### src/rtl/debug_ctrl_pkg.sv
// Shared encodings for the debug run-control sequencer: command codes,
// run-control states and the helper mapping a start command to its state.
package debug_ctrl_pkg;

  typedef enum logic [2:0] {
    CMD_NOP     = 3'd0,
    CMD_HALT    = 3'd1,
    CMD_RUN     = 3'd2,
    CMD_STEP_U  = 3'd3,
    CMD_STEP_N  = 3'd4,
    CMD_SET_BP  = 3'd5,
    CMD_CLR_BP  = 3'd6,
    CMD_CLR_CNT = 3'd7
  } cmd_t;

  typedef enum logic [1:0] {
    ST_HALT   = 2'd0,
    ST_RUN    = 2'd1,
    ST_STEP_U = 2'd2,
    ST_STEP_N = 2'd3
  } state_t;

  // State entered when a start command is accepted while halted.
  function automatic state_t start_state(input cmd_t cmd);
    case (cmd)
      CMD_STEP_U: return ST_STEP_U;
      CMD_STEP_N: return ST_STEP_N;
      default:    return ST_RUN;
    endcase
  endfunction

endpackage

### src/rtl/debug_bp_unit.sv
// Single hardware breakpoint on CP: address/enable registers written by
// SET_BP / CLR_BP and a full-width equality comparator.
module debug_bp_unit
  import debug_ctrl_pkg::*;
#(
  parameter int p_data_width = 16
) (
  input  logic                    clk,
  input  logic                    rst_n,
  input  logic                    cmd_valid,
  input  logic [2:0]              cmd,
  input  logic [p_data_width-1:0] cmd_data,
  input  logic [p_data_width-1:0] cp,
  output logic                    bp_match
);

  logic                    bp_en;
  logic [p_data_width-1:0] bp_addr;

  // Breakpoint registers: SET_BP arms and loads the address, CLR_BP disarms.
  always_ff @(posedge clk or negedge rst_n) begin
    if (!rst_n) begin
      bp_en   <= 1'b0;
      bp_addr <= '0;
    end else if (cmd_valid) begin
      if (cmd_t'(cmd) == CMD_SET_BP) begin
        bp_en   <= 1'b1;
        bp_addr <= cmd_data;
      end else if (cmd_t'(cmd) == CMD_CLR_BP) begin
        bp_en <= 1'b0;
      end
    end
  end

  assign bp_match = bp_en & (cp == bp_addr);

endmodule

### src/rtl/debug_ctrl.sv
// Debug run-control sequencer: owns the CPU clock enable and implements
// halt / run / micro-step / instruction-step, one CP breakpoint and an
// enabled-cycle counter. The breakpoint hardware is present only when the
// macro DEBUG_CTRL_BP_EN is defined; otherwise SET_BP/CLR_BP are rejected.
//
// Command channel: a command transfers on every cycle with
// i_w_cmd_valid=1; o_w_cmd_ready is constant 1, so there is no back-pressure.
module debug_ctrl
  import debug_ctrl_pkg::*;
#(
  parameter int p_data_width  = 16,
  parameter int p_step_width  = 8,
  parameter int p_count_width = 32
) (
  input  logic                     i_w_clk,
  input  logic                     i_w_reset,
  input  logic                     i_w_cmd_valid,
  output logic                     o_w_cmd_ready,
  input  logic [2:0]               i_w_cmd,
  input  logic [p_data_width-1:0]  i_w_cmd_data,
  input  logic [p_data_width-1:0]  i_w_cp,
  input  logic                     i_w_instr_boundary,
  output logic                     o_w_cpu_en,
  output logic                     o_w_halted,
  output logic                     o_w_bp_hit,
  output logic                     o_w_cmd_err,
  output logic [p_count_width-1:0] o_w_cycle_count,
  output logic [1:0]               o_w_state
);

  localparam logic [p_step_width-1:0]  STEP_ONE  = 1;
  localparam logic [p_count_width-1:0] COUNT_ONE = 1;
`ifdef DEBUG_CTRL_BP_EN
  localparam logic BP_PRESENT = 1'b1;
`else
  localparam logic BP_PRESENT = 1'b0;
`endif

  state_t                   state, state_nxt;
  logic                     skip, skip_nxt;
  logic [p_step_width-1:0]  remaining, remaining_nxt;
  logic [p_step_width-1:0]  step_n;
  logic                     bp_hit, bp_hit_nxt;
  logic                     cmd_err, cmd_err_nxt;
  logic [p_count_width-1:0] count;
  logic                     bp_match;
  logic                     stop;
  logic                     cpu_en;
  cmd_t                     cmd;

  assign cmd    = cmd_t'(i_w_cmd);
  assign step_n = i_w_cmd_data[p_step_width-1:0];

`ifdef DEBUG_CTRL_BP_EN
  debug_bp_unit #(
    .p_data_width(p_data_width)
  ) u_bp (
    .clk      (i_w_clk),
    .rst_n    (i_w_reset),
    .cmd_valid(i_w_cmd_valid),
    .cmd      (i_w_cmd),
    .cmd_data (i_w_cmd_data),
    .cp       (i_w_cp),
    .bp_match (bp_match)
  );
`else
  logic unused_bp_inputs;
  assign unused_bp_inputs = ^{i_w_cp, i_w_cmd_data};
  assign bp_match         = 1'b0;
`endif

  // Stop condition: evaluated at instruction boundaries, suppressed on the
  // instruction the CPU resumed from (skip).
  always_comb begin
    stop = 1'b0;
    case (state)
      ST_RUN:    stop = i_w_instr_boundary & bp_match & ~skip;
      ST_STEP_N: stop = i_w_instr_boundary & ~skip &
                        ((remaining == '0) | bp_match);
      default:   stop = 1'b0;
    endcase
  end

  assign cpu_en = (state != ST_HALT) & ~stop;

  // Next-state and bookkeeping; command decode last so HALT overrides all.
  always_comb begin
    state_nxt     = state;
    skip_nxt      = skip;
    remaining_nxt = remaining;
    bp_hit_nxt    = bp_hit;
    cmd_err_nxt   = 1'b0;

    if (cpu_en) skip_nxt = 1'b0;
    if (cpu_en && state == ST_STEP_N && i_w_instr_boundary && !skip &&
        remaining != '0)
      remaining_nxt = remaining - STEP_ONE;
    if (state == ST_STEP_U) state_nxt = ST_HALT;
    if (stop) begin
      state_nxt = ST_HALT;
      if (bp_match) bp_hit_nxt = 1'b1;
    end

    if (i_w_cmd_valid) begin
      case (cmd)
        CMD_HALT: state_nxt = ST_HALT;
        CMD_RUN, CMD_STEP_U, CMD_STEP_N: begin
          if (state == ST_HALT) begin
            state_nxt  = start_state(cmd);
            skip_nxt   = i_w_instr_boundary;
            bp_hit_nxt = 1'b0;
            if (cmd == CMD_STEP_N)
              remaining_nxt = (step_n == '0) ? '0 : step_n - STEP_ONE;
          end else begin
            cmd_err_nxt = 1'b1;
          end
        end
        CMD_SET_BP, CMD_CLR_BP: cmd_err_nxt = ~BP_PRESENT;
        default: ;
      endcase
    end
  end

  // Run-control state registers.
  always_ff @(posedge i_w_clk or negedge i_w_reset) begin
    if (!i_w_reset) begin
      state     <= ST_HALT;
      skip      <= 1'b0;
      remaining <= '0;
      bp_hit    <= 1'b0;
      cmd_err   <= 1'b0;
    end else begin
      state     <= state_nxt;
      skip      <= skip_nxt;
      remaining <= remaining_nxt;
      bp_hit    <= bp_hit_nxt;
      cmd_err   <= cmd_err_nxt;
    end
  end

  // Enabled-cycle counter; CLR_CNT wins over the increment.
  always_ff @(posedge i_w_clk or negedge i_w_reset) begin
    if (!i_w_reset)
      count <= '0;
    else if (i_w_cmd_valid && cmd == CMD_CLR_CNT)
      count <= '0;
    else if (cpu_en)
      count <= count + COUNT_ONE;
  end

  assign o_w_cmd_ready   = 1'b1;
  assign o_w_cpu_en      = cpu_en;
  assign o_w_halted      = (state == ST_HALT);
  assign o_w_bp_hit      = bp_hit & BP_PRESENT;
  assign o_w_cmd_err     = cmd_err;
  assign o_w_cycle_count = count;
  assign o_w_state       = state;

endmodule

### config.mk
export PLATFORM = sky130hd
export DESIGN_NAME = debug_ctrl
export DESIGN_NICKNAME = d
export VERILOG_FILES = /design/src/rtl/debug_ctrl_pkg.sv /design/src/rtl/debug_bp_unit.sv /design/src/rtl/debug_ctrl.sv
export SDC_FILE = /design/constraint.sdc
export NUM_CORES = 1
export LEC_CHECK = 0
export CAP_MARGIN = 40
export CORE_UTILIZATION = 55
export DETAILED_ROUTE_END_ITERATION = 16
export DONT_BUFFER_PORTS = 1
export GPL_TIMING_DRIVEN = 0
export PLACE_DENSITY = 0.79
export SETUP_SLACK_MARGIN = 0.5
export SLEW_MARGIN = 40
export SYNTH_ARGS = -nofsm -noshare
export SYNTH_HDL_FRONTEND = slang
export SYNTH_HIERARCHICAL = 1
export SYNTH_SLANG_ARGS = --single-unit
### constraint.sdc
create_clock -name i_w_clk -period 2.58 [get_ports i_w_clk]
set_clock_uncertainty 0.2 [all_clocks]
set_input_delay 0.258 -clock i_w_clk [delete_from_list [all_inputs] [get_ports i_w_clk]]
set_output_delay 0.258 -clock i_w_clk [all_outputs]
set_load 0.03 [all_outputs]
==> flow_summary.toml <==
[layout]
layout.cells.non_filler = 415
area_growth_pct = 35.7
regArea_um2 = 1130
drive_gt1_share_pct = 37.1
nets = 390
multiInputGateArea_um2 = 1930
antennaDiodeCount = 0
final_area_um2 = 3830
filler_cell_count = 284
utilization_pct = 79.5

[synthesis]
ys_async_sr_fraction_pct = 100
ys_warn_count = 6
synth_top_area_cell = "dfrtp_1"
yosysMostFrequentCell = "dfrtp_1"
synth.top_cells.by_area = "dfrtp_1, a21oi_1, mux2i_1"
synth_edf_count = 0
synth_cell_types = 59
ys.flop_type = "dfrtp_1"
avgSynthCellArea_um2 = 9.22
ys_seq_elements = 44
synth.top_cell.area_share_pct = 39.0
synth_nets = 349
syn_area_um2 = 2820
synth_common_cells = "dfrtp_1, nand2_1, a21oi_1"
syn_inst = 306
ys_seq_area_share_pct = 39.0

[power_and_ir_drop]
powerDensity_nw_per_um2 = 688
p_sw_mw = 1.11
seqPwrFrac_pct = 45.1
p_clk_share_pct = 18.7
swShare_pct = 42.2
cellLeakagePower_nw = 1.46
p_total_mw = 2.63
ir_worst_vdd_uv = 527
p_int_mw = 1.52
power_frac_comb_pct = 36.2

[die]
core.rowCount = 25
io_pins = 78
start_util_pct = 58.6
fp.dieW_um = 73.6
die_y_um = 73.6
die_area_um2 = 5420
coreArea_um2 = 4820

[setup_path]
end_kind = "output port"
worstPathMaxFanout = 4
critPathRequiredTime_ps = 2120
crit_path_start_kind = "flip-flop"
arrival_ps = 1770
crit_type = "reg2out"

[status]
status = "completed"

[placement]
place_hpwl_um = 4660
portBuffers = 0
pre_cts_ws_ps = 185
placed_area_um2 = 2940
dp_cells = 373
place.gp.congestion = 0.821

[global_route]
grt_max_degree = 45
grt_util_all_layers_pct = 29.9
grt_pass1_wl_um = 12300
antenna_found_initial = 0
grt_overflow_total = 0
grt_pass1_vias = 2583

[route]
wl_per_cell_um = 20.3
dr.pass1.iters = 5
vias = 2717
drcViolationCount = 0
totalWireLength_um = 8410
drt_first_iter_violations = 290
viasPerCell = 6.55
antenna_left = 0

[sta]
setup_viol = 0
hold_ws_ps = 7.65
slew_headroom_pct = 58.0
hold_viol = 0
finalCriticalPeriod_ps = 2230
setup_tns_ps = 0
tightest_slew_ps = 630
rsz0062_at_grt = "true"
timing.fmax_mhz = 449
layout_setup_ws_ps = 351
drv_slew = 0
post-route-period-util_pct = 86.4

[hold_path]
hold_path_class = "in2reg"

[clocking]
cts_max_path_buffers = 2
cts.clk_slew.worst_paths_ps = 80
cts.sinks = 44
tritoncts = "built"
cts_root_buffer = "clkbuf_8"
clkLatencyLatePin_ps = 300
cts_buffers = 5
cts_htree_levels = 2

[flow_run]
drv_cap = 0
final cells by class:
| cell class | count | area share [%] |
|---|---|---|
| Multi-Input combinational cell | 235 | 50.5 |
| Sequential cell | 44 | 29.6 |
| Timing Repair Buffer | 34 | 9.67 |
| Buffer | 20 | 4.74 |
| Clock buffer | 8 | 2.61 |
| Tap cell | 67 | 2.19 |
| Inverter | 7 | 0.686 |
cells by family after synthesis:
group / synth area share (%)
flip-flops: 39.0
buffers and inverters: 5.19
multiplexers: 3.90
AND/OR/NAND/NOR: 29.9
XOR/XNOR: 3.41
AO/OA/AOI/OAI: 16.5
adder cells (fa/ha/maj): 1.77
other: 0.266
placed cells by master, fill, tap and decap left out, types with 5 or more instances in the layout:
master,synthesis,final
nand3_1,12,10
o21ai_0,11,11
a21oi_2,0,7
clkbuf_8,2,9
and3_1,5,5
inv_1,7,6
buf_6,1,6
dlygate4sd3_1,0,10
buf_4,3,20
o31ai_1,14,5
nand2_1,26,24
o31ai_4,0,6
or3_1,10,9
clkbuf_1,6,5
dfrtp_2,0,26
xnor2_1,8,8
nand2b_1,9,9
nand4_1,11,11
dfrtp_1,44,18
nor2_1,8,7
or4_1,13,10
a21oi_1,22,15
nor4_4,1,7
mux2i_1,11,11
worst max-delay path, stage by stage, from the launching register on:
cell and delay (ps):
dfrtp_2 510, buf_6 160, buf_4 140, nor2_2 500
a31oi_4 160
registers in the layout, indices dropped and copies added, names as in the netlist:
register / count
skip: 1
o_w_state: 2
remaining: 8
o_w_cmd_err: 1
o_w_cycle_count: 32
power by group through the flow:
stage                     clock network, mW  logic (mW)  registers, mW
after global placement                    0       0.574           1.16
final                                 0.494       0.954           1.19
after floorplan                           0       0.494           1.12
after detailed placement                  0       0.595           1.17
after global routing                  0.531        1.02           1.21
after CTS                             0.494       0.786           1.17
path summary, 6_finish.rpt:
path | from | endpoint | slack [ps] | cells past startpoint
worst max-delay path | o_w_state[1] | o_w_cpu_en | 350 | 4
worst min-delay path | i_w_cmd_data[1] | remaining[1] | 8 | 3
worst max register to register | o_w_state[1] | o_w_cycle_count[9] | 390 | 7
worst min register to register | o_w_cycle_count[23] | o_w_cycle_count[23] | 470 | 2
max in group asynchronous | i_w_reset | o_w_cycle_count[7] | 1690 | 2
min in group asynchronous | i_w_reset | o_w_cycle_count[22] | 260 | 2
layer usage:
layer  vias to the layer above  share of wire [%]  track usage (%)
met2                       140                 51             48.9
met4                         0                2.0             15.4
met3                        16                6.7             5.76
met5                         -                  0                0
li1                       1238                  -                -
met1                      1323                 40             37.4
repair_timing:
| item | 4_1_cts | 5_1_grt |
|---|---|---|
| endpoints found under the setup margin | 42 | 41 |
| hold endpoints to repair | 52 | 1 |
| resized for setup | 60 | 49 |
| buffers inserted | 10 | 11 |
| hold buffers | 10 | 1 |
| cloned | 1 | 1 |
| pin swaps | 37 | 15 |
Power figures use the tool's default switching activity.
